`src/rtl/avl_mm_protocol_monitor_pkg.sv`:
```
// Shared types and constants for the Avalon-MM protocol monitor.
package avl_mon_pkg;

  // Bit index of each check inside err_o; reported code is index + 1.
  typedef enum logic [2:0] {
    ERR_RW_BOTH       = 3'd0,
    ERR_HOLD          = 3'd1,
    ERR_RDV_UNDERFLOW = 3'd2,
    ERR_OVERFLOW      = 3'd3,
    ERR_RD_TIMEOUT    = 3'd4,
    ERR_WAIT_TIMEOUT  = 3'd5,
    ERR_BE_ZERO       = 3'd6
  } err_idx_e;

  localparam int ERR_NB     = 7;
  localparam int ERR_CODE_W = 3;

  // Waitrequest-hold tracker states.
  typedef enum logic {
    ST_IDLE    = 1'b0,
    ST_STALLED = 1'b1
  } hold_state_e;

  // Error code reported on first_err_o for a given error bit index.
  function automatic logic [ERR_CODE_W-1:0] err_code(input int idx);
    return ERR_CODE_W'(idx + 1);
  endfunction

endpackage

```
`src/rtl/avl_mm_protocol_monitor_if.sv`:
```
// Avalon-MM slave-side bus bundle with master, slave and passive-monitor views.
interface avl_mm_protocol_monitor_if #(
  parameter int ADDR_W = 14,
  parameter int DATA_W = 32
) ();

  logic [ADDR_W-1:0]   address;
  logic [DATA_W/8-1:0] byteenable;
  logic [DATA_W-1:0]   writedata;
  logic                write;
  logic                read;
  logic                waitrequest;
  logic                readdatavalid;

  modport master (
    output address, byteenable, writedata, write, read,
    input  waitrequest, readdatavalid
  );

  modport slave (
    input  address, byteenable, writedata, write, read,
    output waitrequest, readdatavalid
  );

  modport monitor (
    input address, byteenable, writedata, write, read,
    input waitrequest, readdatavalid
  );

endinterface

```
`src/rtl/avl_mm_protocol_monitor_ts_fifo.sv`:
```
// Timestamp FIFO: one entry per outstanding read, holding its acceptance time.
// A push into a full FIFO is honoured only when a pop happens in the same cycle.
module avl_mon_ts_fifo #(
  parameter int DEPTH = 4,
  parameter int WIDTH = 16
) (
  input  logic                   avl_clk_i,
  input  logic                   avl_reset_i,
  input  logic                   push,
  input  logic                   pop,
  input  logic [WIDTH-1:0]       push_data,
  output logic [WIDTH-1:0]       head_o,
  output logic [$clog2(DEPTH):0] count_o,
  output logic                   full_o,
  output logic                   empty_o
);

  localparam int AW = $clog2(DEPTH);
  localparam int CW = AW + 1;

  logic [WIDTH-1:0] mem [DEPTH];
  logic [AW-1:0]    wr_ptr;
  logic [AW-1:0]    rd_ptr;
  logic [CW-1:0]    count_q;
  logic             do_push;
  logic             do_pop;

  assign full_o  = (count_q == CW'(DEPTH));
  assign empty_o = (count_q == '0);
  assign do_pop  = pop && !empty_o;
  assign do_push = push && (!full_o || do_pop);
  assign head_o  = mem[rd_ptr];
  assign count_o = count_q;

  // Storage write.
  // NOTE: the data array is deliberately not reset; the count and pointers
  // decide which entries are valid, and a reset-free array maps to RAM.
  always_ff @(posedge avl_clk_i) begin
    if (do_push) mem[wr_ptr] <= push_data;
  end

  // Pointer and occupancy bookkeeping; pointers wrap because DEPTH is a power of 2.
  // NOTE: all sequential state uses non-blocking assignments so every register
  // samples pre-edge values regardless of statement order.
  always_ff @(posedge avl_clk_i) begin
    if (avl_reset_i) begin
      wr_ptr  <= '0;
      rd_ptr  <= '0;
      count_q <= '0;
    end else begin
      if (do_push) wr_ptr <= wr_ptr + AW'(1);
      if (do_pop)  rd_ptr <= rd_ptr + AW'(1);
      if (do_push && !do_pop)      count_q <= count_q + CW'(1);
      else if (!do_push && do_pop) count_q <= count_q - CW'(1);
    end
  end

endmodule

```
`src/rtl/avl_mm_protocol_monitor.sv`:
```
// Passive Avalon-MM slave-side protocol monitor: checks command hold during
// waitrequest, read pipelining limits, read latency and stall length, and
// reports sticky error flags, the first error code and an interrupt pulse.
module avl_mm_protocol_monitor
  import avl_mon_pkg::*;
#(
  parameter int ADDR_W       = 14,
  parameter int DATA_W       = 32,
  parameter int MAX_PENDING  = 4,
  parameter int RD_TIMEOUT   = 64,
  parameter int WAIT_TIMEOUT = 256,
  parameter int TS_W         = 16
) (
  input  logic                         avl_clk_i,
  input  logic                         avl_reset_i,
  avl_mm_protocol_monitor_if.monitor   avl,
  input  logic                         clear_i,
  output logic [ERR_NB-1:0]            err_o,
  output logic [ERR_CODE_W-1:0]        first_err_o,
  output logic                         err_irq_o,
  output logic [$clog2(MAX_PENDING):0] pending_o
);

  localparam int SW = $clog2(WAIT_TIMEOUT + 1);
  localparam logic [TS_W-1:0] RD_TO   = TS_W'(RD_TIMEOUT);
  localparam logic [SW-1:0]   WAIT_TO = SW'(WAIT_TIMEOUT);

  hold_state_e         state_q, state_d;
  logic [SW-1:0]       stall_cnt_q, stall_cnt_d;
  logic [ADDR_W-1:0]   cap_addr_q, cap_addr_d;
  logic [DATA_W/8-1:0] cap_be_q, cap_be_d;
  logic [DATA_W-1:0]   cap_wd_q, cap_wd_d;
  logic                cap_rd_q, cap_rd_d;
  logic                cap_wr_q, cap_wr_d;

  logic [TS_W-1:0]       ts_now;
  logic [TS_W-1:0]       head_ts;
  logic [TS_W-1:0]       head_age;
  logic                  fifo_full, fifo_empty;
  logic                  head_flagged_q;
  logic                  rd_acc;
  logic [ERR_NB-1:0]     viol;
  logic [ERR_NB-1:0]     err_d;
  logic [ERR_CODE_W-1:0] viol_code;

  assign rd_acc   = avl.read && !avl.waitrequest;
  assign head_age = ts_now - head_ts;

  avl_mon_ts_fifo #(.DEPTH(MAX_PENDING), .WIDTH(TS_W)) u_ts_fifo (
    .avl_clk_i   (avl_clk_i),
    .avl_reset_i (avl_reset_i),
    .push        (rd_acc),
    .pop         (avl.readdatavalid),
    .push_data   (ts_now),
    .head_o      (head_ts),
    .count_o     (pending_o),
    .full_o      (fifo_full),
    .empty_o     (fifo_empty)
  );

  // Free-running timestamp; wrap-around is harmless since ages are modular.
  always_ff @(posedge avl_clk_i) begin
    if (avl_reset_i) ts_now <= '0;
    else             ts_now <= ts_now + TS_W'(1);
  end

  // Hold tracker next state: capture the command on the first stalled cycle.
  // NOTE: every variable is given a default first so no path leaves one
  // unassigned, which would otherwise infer a latch.
  always_comb begin
    state_d     = state_q;
    stall_cnt_d = stall_cnt_q;
    cap_addr_d  = cap_addr_q;
    cap_be_d    = cap_be_q;
    cap_wd_d    = cap_wd_q;
    cap_rd_d    = cap_rd_q;
    cap_wr_d    = cap_wr_q;
    unique case (state_q)
      ST_IDLE: begin
        stall_cnt_d = '0;
        if ((avl.read || avl.write) && avl.waitrequest) begin
          state_d     = ST_STALLED;
          stall_cnt_d = SW'(1);
          cap_addr_d  = avl.address;
          cap_be_d    = avl.byteenable;
          cap_wd_d    = avl.writedata;
          cap_rd_d    = avl.read;
          cap_wr_d    = avl.write;
        end
      end
      ST_STALLED: begin
        if (!avl.waitrequest) begin
          state_d     = ST_IDLE;
          stall_cnt_d = '0;
        end else if (stall_cnt_q != WAIT_TO) begin
          stall_cnt_d = stall_cnt_q + SW'(1);
        end
      end
      default: state_d = ST_IDLE;
    endcase
  end

  // Hold tracker registers.
  always_ff @(posedge avl_clk_i) begin
    if (avl_reset_i) begin
      state_q     <= ST_IDLE;
      stall_cnt_q <= '0;
      cap_addr_q  <= '0;
      cap_be_q    <= '0;
      cap_wd_q    <= '0;
      cap_rd_q    <= 1'b0;
      cap_wr_q    <= 1'b0;
    end else begin
      state_q     <= state_d;
      stall_cnt_q <= stall_cnt_d;
      cap_addr_q  <= cap_addr_d;
      cap_be_q    <= cap_be_d;
      cap_wd_q    <= cap_wd_d;
      cap_rd_q    <= cap_rd_d;
      cap_wr_q    <= cap_wr_d;
    end
  end

  // Per-cycle violation detection and lowest-code selection.
  always_comb begin
    viol = '0;
    viol[ERR_RW_BOTH] = avl.read && avl.write;
    viol[ERR_HOLD] = (state_q == ST_STALLED) &&
                     ((avl.address != cap_addr_q) || (avl.byteenable != cap_be_q) ||
                      (avl.read != cap_rd_q) || (avl.write != cap_wr_q) ||
                      (cap_wr_q && (avl.writedata != cap_wd_q)));
    viol[ERR_RDV_UNDERFLOW] = avl.readdatavalid && fifo_empty;
    viol[ERR_OVERFLOW]      = rd_acc && fifo_full && !avl.readdatavalid;
    viol[ERR_RD_TIMEOUT]    = !fifo_empty && !head_flagged_q && (head_age > RD_TO);
    viol[ERR_WAIT_TIMEOUT]  = (state_q == ST_STALLED) && (stall_cnt_q == WAIT_TO);
    viol[ERR_BE_ZERO]       = (avl.read || avl.write) && (avl.byteenable == '0);
    viol_code = '0;
    for (int i = ERR_NB - 1; i >= 0; i--) begin
      if (viol[i]) viol_code = err_code(i);
    end
    err_d = clear_i ? '0 : (err_o | viol);
  end

  // Read timeout is one-shot per head entry; a pop exposes a fresh head.
  always_ff @(posedge avl_clk_i) begin
    if (avl_reset_i)                             head_flagged_q <= 1'b0;
    else if (avl.readdatavalid && !fifo_empty)   head_flagged_q <= 1'b0;
    else if (viol[ERR_RD_TIMEOUT])               head_flagged_q <= 1'b1;
  end

  // Sticky error flags, first-error code and rising-edge interrupt.
  always_ff @(posedge avl_clk_i) begin
    if (avl_reset_i) begin
      err_o       <= '0;
      first_err_o <= '0;
      err_irq_o   <= 1'b0;
    end else begin
      err_o     <= err_d;
      err_irq_o <= |(err_d & ~err_o);
      if (clear_i)                  first_err_o <= '0;
      else if (first_err_o == '0)   first_err_o <= viol_code;
    end
  end

endmodule

```
`src/flat_wrapper.sv`:
```
// flat-port wrapper written by rule: the top's interface ports become plain ports
module avl_mm_protocol_monitor_flat import avl_mon_pkg::*;
#(
  parameter int ADDR_W       = 14,
  parameter int DATA_W       = 32,
  parameter int MAX_PENDING  = 4,
  parameter int RD_TIMEOUT   = 64,
  parameter int WAIT_TIMEOUT = 256,
  parameter int TS_W         = 16
)
  (avl_clk_i, avl_reset_i, clear_i, err_o, first_err_o, err_irq_o, pending_o, avl_address, avl_byteenable, avl_writedata, avl_write, avl_read, avl_waitrequest, avl_readdatavalid);
  avl_mm_protocol_monitor_if #(.ADDR_W(ADDR_W), .DATA_W(DATA_W)) avl_i ();
  input  logic avl_clk_i;
  input  logic avl_reset_i;
  input  logic clear_i;
  output logic [ERR_NB-1:0] err_o;
  output logic [ERR_CODE_W-1:0] first_err_o;
  output logic err_irq_o;
  output logic [$clog2(MAX_PENDING):0] pending_o;
  input wire logic [$bits(avl_i.address)-1:0] avl_address;
  input wire logic [$bits(avl_i.byteenable)-1:0] avl_byteenable;
  input wire logic [$bits(avl_i.writedata)-1:0] avl_writedata;
  input wire logic [$bits(avl_i.write)-1:0] avl_write;
  input wire logic [$bits(avl_i.read)-1:0] avl_read;
  input wire logic [$bits(avl_i.waitrequest)-1:0] avl_waitrequest;
  input wire logic [$bits(avl_i.readdatavalid)-1:0] avl_readdatavalid;
  assign avl_i.address = avl_address;
  assign avl_i.byteenable = avl_byteenable;
  assign avl_i.writedata = avl_writedata;
  assign avl_i.write = avl_write;
  assign avl_i.read = avl_read;
  assign avl_i.waitrequest = avl_waitrequest;
  assign avl_i.readdatavalid = avl_readdatavalid;
  avl_mm_protocol_monitor #(.ADDR_W(ADDR_W), .DATA_W(DATA_W), .MAX_PENDING(MAX_PENDING), .RD_TIMEOUT(RD_TIMEOUT), .WAIT_TIMEOUT(WAIT_TIMEOUT), .TS_W(TS_W)) u_core (.avl_clk_i(avl_clk_i), .avl_reset_i(avl_reset_i), .avl(avl_i), .clear_i(clear_i), .err_o(err_o), .first_err_o(first_err_o), .err_irq_o(err_irq_o), .pending_o(pending_o));
endmodule
```
`config.mk`:
```
export PLATFORM = sky130hd
export DESIGN_NAME = avl_mm_protocol_monitor_flat
export DESIGN_NICKNAME = d
export VERILOG_FILES = /design/src/rtl/avl_mm_protocol_monitor_pkg.sv /design/src/rtl/avl_mm_protocol_monitor_if.sv /design/src/rtl/avl_mm_protocol_monitor_ts_fifo.sv /design/src/rtl/avl_mm_protocol_monitor.sv /design/src/flat_wrapper.sv
export SDC_FILE = /design/constraint.sdc
export NUM_CORES = 1
export LEC_CHECK = 0
export ABC_CLOCK_PERIOD_IN_PS = 7500
export BUFFER_PORTS_ARGS = -buffer_cell sky130_fd_sc_hd__buf_2
export CAP_MARGIN = 20
export CORE_UTILIZATION = 25
export DETAILED_ROUTE_END_ITERATION = 7
export PLACE_DENSITY_LB_ADDON = 0.2
export SYNTH_ARGS = -nofsm -noshare
export SYNTH_HDL_FRONTEND = slang
export SYNTH_SLANG_ARGS = --single-unit
```
`constraint.sdc`:
```
create_clock -name avl_clk_i -period 7.5 [get_ports avl_clk_i]
set_input_delay 0.75 -clock avl_clk_i [delete_from_list [all_inputs] [get_ports avl_clk_i]]
set_output_delay 0.75 -clock avl_clk_i [all_outputs]
set_load 0.03 [all_outputs]
```
# == Word level (Yosys, flattened, before mapping) ==
# Memory sizes are Yosys's and may differ from the RTL's. A register that Yosys moved wholly into a read port is not among the register bits.
# Cells that the tools add are included.
# totals
regBits,97
ramBits,64
input_bits,57
out_inout_bits,14
word_cells,95
n_memories,1
# op_classes
n_addsub,7
magnitude_cmp,1
n_eq_ne,9
muxes,21
bitwise_logic,4
reduce_logical,37
# mem_list
memory,words,width,rd,rd_ports_with_merged_regs,wr,line,text
u_core.u_ts_fifo.mem,4,16,1,1,1,avl_mm_protocol_monitor_ts_fifo.sv:21,logic [WIDTH-1:0] mem [DEPTH];
# op_table
operator,n
32-bit != test,1
3-bit two-way mux,9
9-bit two-way mux,2
9-bit case mux with 2 select lines,1
16-bit by 1-bit adder with 16-bit output (second input constant),1
16-bit by 7-bit > comparator with 1-bit output (second input constant),1
1-bit logical AND,16
16-bit subtractor,1
14-bit != test,1
9-bit by 1-bit adder with 9-bit output (second input constant),1
9-bit == test (second input constant),1
9-bit != test (second input constant),1
7-bit bitwise AND,1
1-bit zero test,7
7-bit two-way mux,1
7-bit NOT,1
7-bit bitwise OR,1
7-bit OR reduction,1
3-bit zero test,2
1-bit logical OR,6
1-bit two-way mux,5
2-bit by 1-bit adder with 2-bit output (second input constant),2
4-bit zero test,1
2-bit two-way mux,2
other kinds (11),13

# == Depth between registers and ports, before layout ==
# Gate-level depths: netlist (run 1).
# depth
depth_word,10
mapped_depth,15

# == Cells and area by module ==
# A second synthesis (run 1) with hierarchy kept.
# hier_totals
hier_cells,734
area_unflattened_um2,7617.3
# modules_own_cells
module,instances,cells_per_inst,area_each_um2,seq_area_each_um2
avl_mm_protocol_monitor,1,602,4758.3,1801.7
avl_mon_ts_fifo,1,132,2859.0,2102.0

# == Worst setup path after synthesis (run 1) ==
# No wires, ideal clock.
# synth_timing
path_type,flip-flop to flip-flop
from,register with a tool-made name
to,register u_core.err_irq_o
setup_ns,0.117
t_arrival_ns,4.047
setup_slack_ns,3.336
path_stages_with_launch,16
path_buffers,2
path_cell_list,dfxtp_1 clkbuf_1 clkbuf_1 mux4_2 ha_1 inv_1 fa_1 a21oi_1 nor2b_2 a311oi_2 a21oi_1 a21boi_0 nor3_2 or4_4 and2_4 a22o_1
# synth_rtl
item,line,text
"end signal, assigned",avl_mm_protocol_monitor.sv:159,err_irq_o <= |(err_d & ~err_o);
"end, declared",avl_mm_protocol_monitor.sv:20,"output logic err_irq_o,"

==> summary.md, run 1 <==
| Metric | Value |
|---|---|
| CTS-repair resized insts | `0` |
| Area Growth Syn to Fin | `17.2%` |
| Top Metal Used | `met5` |
| CTS tree | `built` |
| Vias in the first global route | `5251` |
| Fin Hold WS | `about 0.47 ns` |
| Clock Latency Late Sink | `roughly 0.43 ns` |
| Slew at the pin with the worst max-slew slack | `slightly below 1 ns` |
| WL per Instance | `14.3 um` |
| Cell area after synthesis | `0.00767 mm2` |
| Syn_area_per_cell | `about 10 um2` |
| Layout cell share with drive strength beyond 1 | `0.164` |
| Drt drc | `0` |
| Worst Skew | `0.0100 ns` |
| Metal2 WL | `between 7000 and 8000 um` |
| Final setup viols | `0` |
| Post-synth EDFFs | `64` |
| CP max stage delay | `0.84 ns` |
| Mapped Nets | `approximately 830` |
| Routed wire length on met3 | `870 um` |
| Clock Tree Root | `clkbuf_16` |
| Die ar. | `0.0314 mm2` |
| Clk slew on worst S/H paths | `0.07 ns` |
| Outcome | `complete, no violations` |
| Global route overflow | `0` |
| GRT Total Usage | `0.115` |
| # H-tree levels | `4` |
| CP delay by family, top | `compound AO/OA/AOI/OAI gates` |
| Initial antenna violation count | `2` |
| Chip Height | `between 150 and 200 um` |
| Antenna cell count | `0` |
| Sequential cell area fraction in the yosys report | `0.509` |
| CP endpoint kind | `flip-flop` |
| Largest net degree at the start of global routing | `56` |
| Worst-path cell chain | `mux4_2, ha_1, inv_1, fa_1, a21oi_1, nor2b_2, a311oi_2, a21oi_1, mux2i_1, nor3_2, or4_4, and2_4, o31ai_4` |
| Maximum root-to-sink buffer count | `2` |
| Vias after detailed routing | `5402` |
| CP Launch Type | `flip-flop` |
| Cells after synthesis | `roughly 750` |
| Worst EP arrival | `4.30 ns` |
| Final HPWL DP | `12100 um` |
| Hold buffers post-CTS | `0` |
| CTS Sinks | `~160` |
| Tcrit/Tclk final | `0.526` |
| Post-layout util | `0.301` |
| Die X | `approximately 180 um` |
| Total Wirelength | `~17000 um` |
| Max-slew violation count | `0` |
| Initial drt markers | `261` |
| # nets final | `890` |
| RSZ-0062 raised after global routing | `no` |
| Ys flop type | `dfxtp_1` |
| Slowest CP cell | `dfxtp_1` |
| Post-CTS Setup Bufs | `0` |
| Final hold vios | `0` |
| Worst Reg-to-Reg Cells | `13` |
| CP Class | `reg -> reg` |
| WP depth | `13` |
| Peak supply drop | `165 uV` |
| Fmax | `253 MHz` |
| Vias per cell | `around 4.5` |
| Slew margin rel. | `0.337` |
| Drt pass-1 iters | `5` |
| Synth Register Bits | `163` |
| Power Density | `262 mW/mm2` |
| Placer Congestion | `around 0.76` |
| Inserted Clock Buffers | `17` |
| Hold WC Path Type | `reg -> reg` |
| Fin Setup TNS | `0 ns` |
| Core area | `0.0299 mm2` |
| Leak | `between 3 and 4 nW` |
| Wire length on met1 | `8290 um` |
| Worst Path Required | `7.85 ns` |
| Placement row count | `63` |
| CP max FO | `16` |
| Initial Utilization | `0.257` |
| Unique masters post-synth | `61` |
| Hold path depth | `2` |
| Synth async-reset ratio | `0` |
| Syn. warnings | `0` |
| Cell mode on critical path | `a21oi_1` |
| PortBufs | `70` |
| Tmin final | `3.95 ns` |
| First-pass GRT wire length | `28100 um` |
| Buf/Inv on CP | `1` |
| ANT nets after route | `0` |
| MaxCap Viol Count | `0` |
| Num ports | `between 70 and 80` |
-- worst register-to-register path: stages (launching register included) --
cell	delay (ns)
dfxtp_1	0.84
mux4_2	0.36
ha_1	0.17
inv_1	0.06
fa_1	0.41
a21oi_1	0.18
nor2b_2	0.08
a311oi_2	0.33
a21oi_1	0.18
mux2i_1	0.22
nor3_2	0.06
or4_4	0.57
and2_4	0.21
o31ai_4	0.22
-- through the flow --
step	instances	area (um2)	worst slack (ns)	total power [mW]
global route	1211	8990	3.21	2.48
floorplan	749	7670	3.34	1.38
global placement	1179	8390	3.58	1.49
finish	1211	8990	3.55	2.35
detailed placement	1179	8390	3.51	1.49
CTS	1211	8990	3.49	2.39
-- area by class of cell --
cell class	count	area [um2]
fillers	3086	20900
repair buffers	74	380
flip-flops and latches	163	3900
multi-input cells	525	3520
well taps	390	488
clock buffers	18	429
clock inverters	14	168
inverters	27	101
-- synth_stat cells, types with 16 or more instances --
library cell | n | area, um2
a21oi_1 | 72 | 360
clkbuf_1 | 27 | 101
dfxtp_1 | 99 | 1980
edfxtp_1 | 64 | 1920
ha_1 | 23 | 288
inv_1 | 27 | 101
mux4_2 | 16 | 360
nand2_1 | 120 | 450
nand3_1 | 17 | 85.1
nand4_1 | 19 | 119
nor2_1 | 50 | 188
xnor2_1 | 57 | 499
xor2_1 | 25 | 219
-- final timing paths --
| check | start | end | slack, ns |
|---|---|---|---|
| max | flip-flop | u_core.first_err_o[1] | 3.55 |
| min | u_core.cap_wd_q[5] | u_core.cap_wd_q[5] | 0.47 |
| max reg2reg | flip-flop | u_core.first_err_o[1] | 3.55 |
| min reg2reg | u_core.cap_wd_q[5] | u_core.cap_wd_q[5] | 0.47 |
-- report_power, final --
part / switching [mW] / total, mW / internal [mW]
sequential: 0.0429 / 1.01 / 0.968
combinational: 0.256 / 0.457 / 0.201
clock: 0.383 / 0.886 / 0.502
total: 0.682 / 2.35 / 1.67
-- routing by layer --
layer | GRT usage | up-vias
met5 | 0 | -
met4 | 0.0352 | 4
met3 | 0.0359 | 20
met2 | 0.181 | 83
met1 | 0.149 | 2548
li1 | - | 2747
-- flip-flops by register name, indices dropped and copies added (netlist names), 2 cells and up, named ones only --
| register | flops |
|---|---|
| u_core.u_ts_fifo.wr_ptr | 2 |
| u_core.stall_cnt_q | 9 |
| u_core.err_o | 7 |
| u_core.u_ts_fifo.rd_ptr | 2 |
| u_core.u_ts_fifo.count_o | 3 |
| u_core.cap_be_q | 4 |
| u_core.cap_addr_q | 14 |
| u_core.first_err_o | 3 |
| u_core.ts_now | 16 |
| u_core.cap_wd_q | 32 |
| u_core.u_ts_fifo.mem | 64 |
-- cells by family after synthesis --
kind of cell / count (synthesis) / share of synthesized area
AOI/OAI and AO/OA: 133 / 0.106
xor gates and xnor gates: 82 / 0.0937
adders and majority gates: 25 / 0.0427
buffers and inverters: 61 / 0.0330
DFF: 163 / 0.509
muxes: 22 / 0.0550
and+or+nand+nor: 263 / 0.161
-- cell usage in the layout (no fill, tap or decap), drive strengths merged, types with 6 or more instances in the layout --
cell type	n
o21ai	19
ha	23
xnor2	57
mux4	16
dfxtp	99
o21a	6
and3	7
nand4	19
inv	35
clkbuf	18
nand3	17
buf	74
nor4	6
xor2	25
a21boi	6
nand2	121
nor2	50
and2	6
a21oi	73
nor3	9
edfxtp	64
Note: power is estimated with default switching activity, not from simulation.
==> run 2: changes to the inputs <==
--- a/config.mk
+++ b/config.mk
@@ -5,7 +5,7 @@
 export SDC_FILE = /design/constraint.sdc
 export NUM_CORES = 1
 export LEC_CHECK = 0
-export ABC_CLOCK_PERIOD_IN_PS = 7500
+export ABC_CLOCK_PERIOD_IN_PS = 3400
 export BUFFER_PORTS_ARGS = -buffer_cell sky130_fd_sc_hd__buf_2
 export CAP_MARGIN = 20
 export CORE_UTILIZATION = 25
==> constraint.sdc (replaced) <==
create_clock -name avl_clk_i -period 3.4 [get_ports avl_clk_i]
set_input_delay 0.34 -clock avl_clk_i [delete_from_list [all_inputs] [get_ports avl_clk_i]]
set_output_delay 0.34 -clock avl_clk_i [all_outputs]
set_load 0.03 [all_outputs]
==> summary.md, run 2 (same netlist as run 1, synthesis figures left out) <==
| Metric | Value |
|---|---|
| CP Class | `reg -> reg` |
| Clk slew on worst S/H paths | `0.08 ns (about the same)` |
| Slew margin rel. | `0.412 (+0.0750)` |
| CTS tree | `built` |
| Initial Utilization | `0.257 (unchanged)` |
| Leak | `3.50 nW (+7.6%)` |
| Maximum root-to-sink buffer count | `2 (unchanged)` |
| Final hold vios | `0 (unchanged)` |
| WL per Instance | `14.1 um (-1.6%)` |
| Total Wirelength | `17700 um (+1.9%)` |
| Regs by FF count | `u_core.u_ts_fifo.mem (64), u_core.cap_wd_q (32), u_core.ts_now (16)` |
| Placement row count | `63 (unchanged)` |
| Post-layout util | `0.317 (+0.0159)` |
| Initial drt markers | `279 (+6.9%)` |
| Worst Path Required | `3.73 ns (-4.12 ns)` |
| Placer Congestion | `0.775 (+2.0%)` |
| Outcome | `finished with violations` |
| Vias after detailed routing | `5551 (+2.8%)` |
| Dpl cell area | `0.00874 mm2 (+4.2%)` |
| Drt drc | `0 (unchanged)` |
| Largest net degree at the start of global routing | `69 (+23%)` |
| First-pass GRT wire length | `28900 um (+2.8%)` |
| CP endpoint kind | `flip-flop` |
| RSZ-0062 raised after global routing | `yes` |
| Biggest register | `u_core.u_ts_fifo.mem` |
| Most frequent cells in the layout | `120 x nand2_1, 98 x dfxtp_1, 70 x buf_2` |
| MaxCap Viol Count | `0 (unchanged)` |
| Inserted Clock Buffers | `17 (unchanged)` |
| GRT Total Usage | `0.117 (+0.00222)` |
| Num ports | `71 (unchanged)` |
| Worst EP arrival | `3.76 ns (-0.54 ns)` |
| Drt pass-1 iters | `4 (-1)` |
| Global route overflow | `0 (unchanged)` |
| Slew at the pin with the worst max-slew slack | `0.882 ns (-0.110 ns)` |
| Tmin final | `3.43 ns (-0.517 ns)` |
| Max reg flops | `64 (unchanged)` |
| Antenna cell count | `0 (unchanged)` |
| CP Launch Type | `flip-flop` |
| Final HPWL DP | `12700 um (+5.4%)` |
| Hold buffers post-CTS | `0 (unchanged)` |
| Peak supply drop | `370 uV (+120%)` |
| Worst Skew | `0.0108 ns (+0.000828 ns)` |
| # nets final | `933 (+4.8%)` |
| Area Growth Syn to Fin | `23.4%` |
| Met3 Resource Use GR | `0.0363 (+0.000430)` |
| Layout cell share with drive strength beyond 1 | `0.227 (+0.0624)` |
| Clock Latency Late Sink | `0.43 ns (about the same)` |
| Power Density | `569 mW/mm2 (+120%)` |
| Clock Tree Root | `clkbuf_16` |
| CP max FO | `8 (-8)` |
| Max-slew violation count | `0 (unchanged)` |
| Fin Setup TNS | `-0.0515 ns (-0.0515 ns)` |
| Vias in the first global route | `5551 (+5.7%)` |
| Met2 GRT Util | `0.193 (+0.0119)` |
| # H-tree levels | `4 (unchanged)` |
| Final setup viols | `2 (+2)` |
| Die X | `177 um (unchanged)` |
| Grt met1 use | `0.143 (-0.00595)` |
| Core area | `0.0299 mm2 (unchanged)` |
| CTS Sinks | `163 (unchanged)` |
| Initial antenna violation count | `1 (-1)` |
| Die ar. | `0.0314 mm2 (unchanged)` |
| PortBufs | `70 (unchanged)` |
| Vias per cell | `4.43 (-0.77%)` |
| Setup ws final | `-0.0314 ns (-3.58 ns)` |
| Most crowded layer after global routing | `met2` |
| # fillers | `3035 (-1.7%)` |
| Post-route cell area | `0.00946 mm2 (+5.3%)` |
| Commonest non-fill, non-tap cell in the layout | `nand2_1` |
| Chip Height | `177 um (unchanged)` |
| ANT nets after route | `0 (unchanged)` |
| Hold WC Path Type | `in -> reg` |
| Total power | `5.39 mW (+130%)` |
| Fmax | `291 MHz (+15%)` |
| Failing checks | `negative setup slack` |
| Tcrit/Tclk final | `1.01 (+0.483)` |
-- run 2: per-layer routing --
layer	up-vias	routed length [um]
li1	2845	-
met5	-	0
met2	96	8400
met1	2595	7980
met3	15	1040
met4	0	244
-- run 2: final timing paths --
path | from | to | slack, ns | cells after the start
setup reg to reg | flip-flop | u_core.err_irq_o | -0.03 | 14
hold reg to reg | u_core.cap_rd_q | u_core.cap_rd_q | 0.47 | 2
setup / recovery | flip-flop | u_core.err_irq_o | -0.03 | 14
hold / removal | avl_writedata[12] | u_core.cap_wd_q[12] | 0.16 | 3
-- run 2: what timing repair did --
item	4_1_cts	5_1_grt
endpoints found under the setup margin	6	6
gates cloned	0	0
gates resized for setup	6	11
pin swaps	5	10
setup buffers	3	2
-- run 2: power breakdown --
group	switching [mW]	total, mW	internal, mW
logic	0.632	1.21	0.575
registers	0.0828	2.22	2.13
clock network	0.951	1.96	1.01
-- run 2: area by class of cell --
cell class	instances	area, um2	share of cell area
Clock buffer	17	425	0.0450
Clock inverter	15	191	0.0202
Inverter	27	101	0.0107
Multi-Input combinational cell	525	3600	0.380
Sequential cell	163	3910	0.413
Tap cell	390	488	0.0516
Timing Repair Buffer	117	753	0.0796
-- run 2: through the flow --
| step | hold WS, ns | setup WS (ns) | instances |
|---|---|---|---|
| detailed placement | 0.459 | -0.147 | 1217 |
| global placement | 0.453 | -0.0621 | 1217 |
| global route | 0.150 | -0.184 | 1254 |
| finish | 0.161 | -0.0314 | 1254 |
| CTS | 0.139 | -0.0751 | 1252 |
| floorplan | 0.419 | -0.000658 | 749 |
-- run 2: worst max-delay path: stages (launching register included) --
cell	delay, ns
dfxtp_2	0.35
buf_12	0.14
mux4_2	0.53
ha_4	0.18
inv_2	0.05
fa_2	0.24
a21oi_2	0.07
nor2b_2	0.16
a311oi_2	0.15
a21oi_2	0.24
mux2i_1	0.24
nor3_2	0.06
or4_4	0.56
and2_4	0.18
a22o_1	0.17
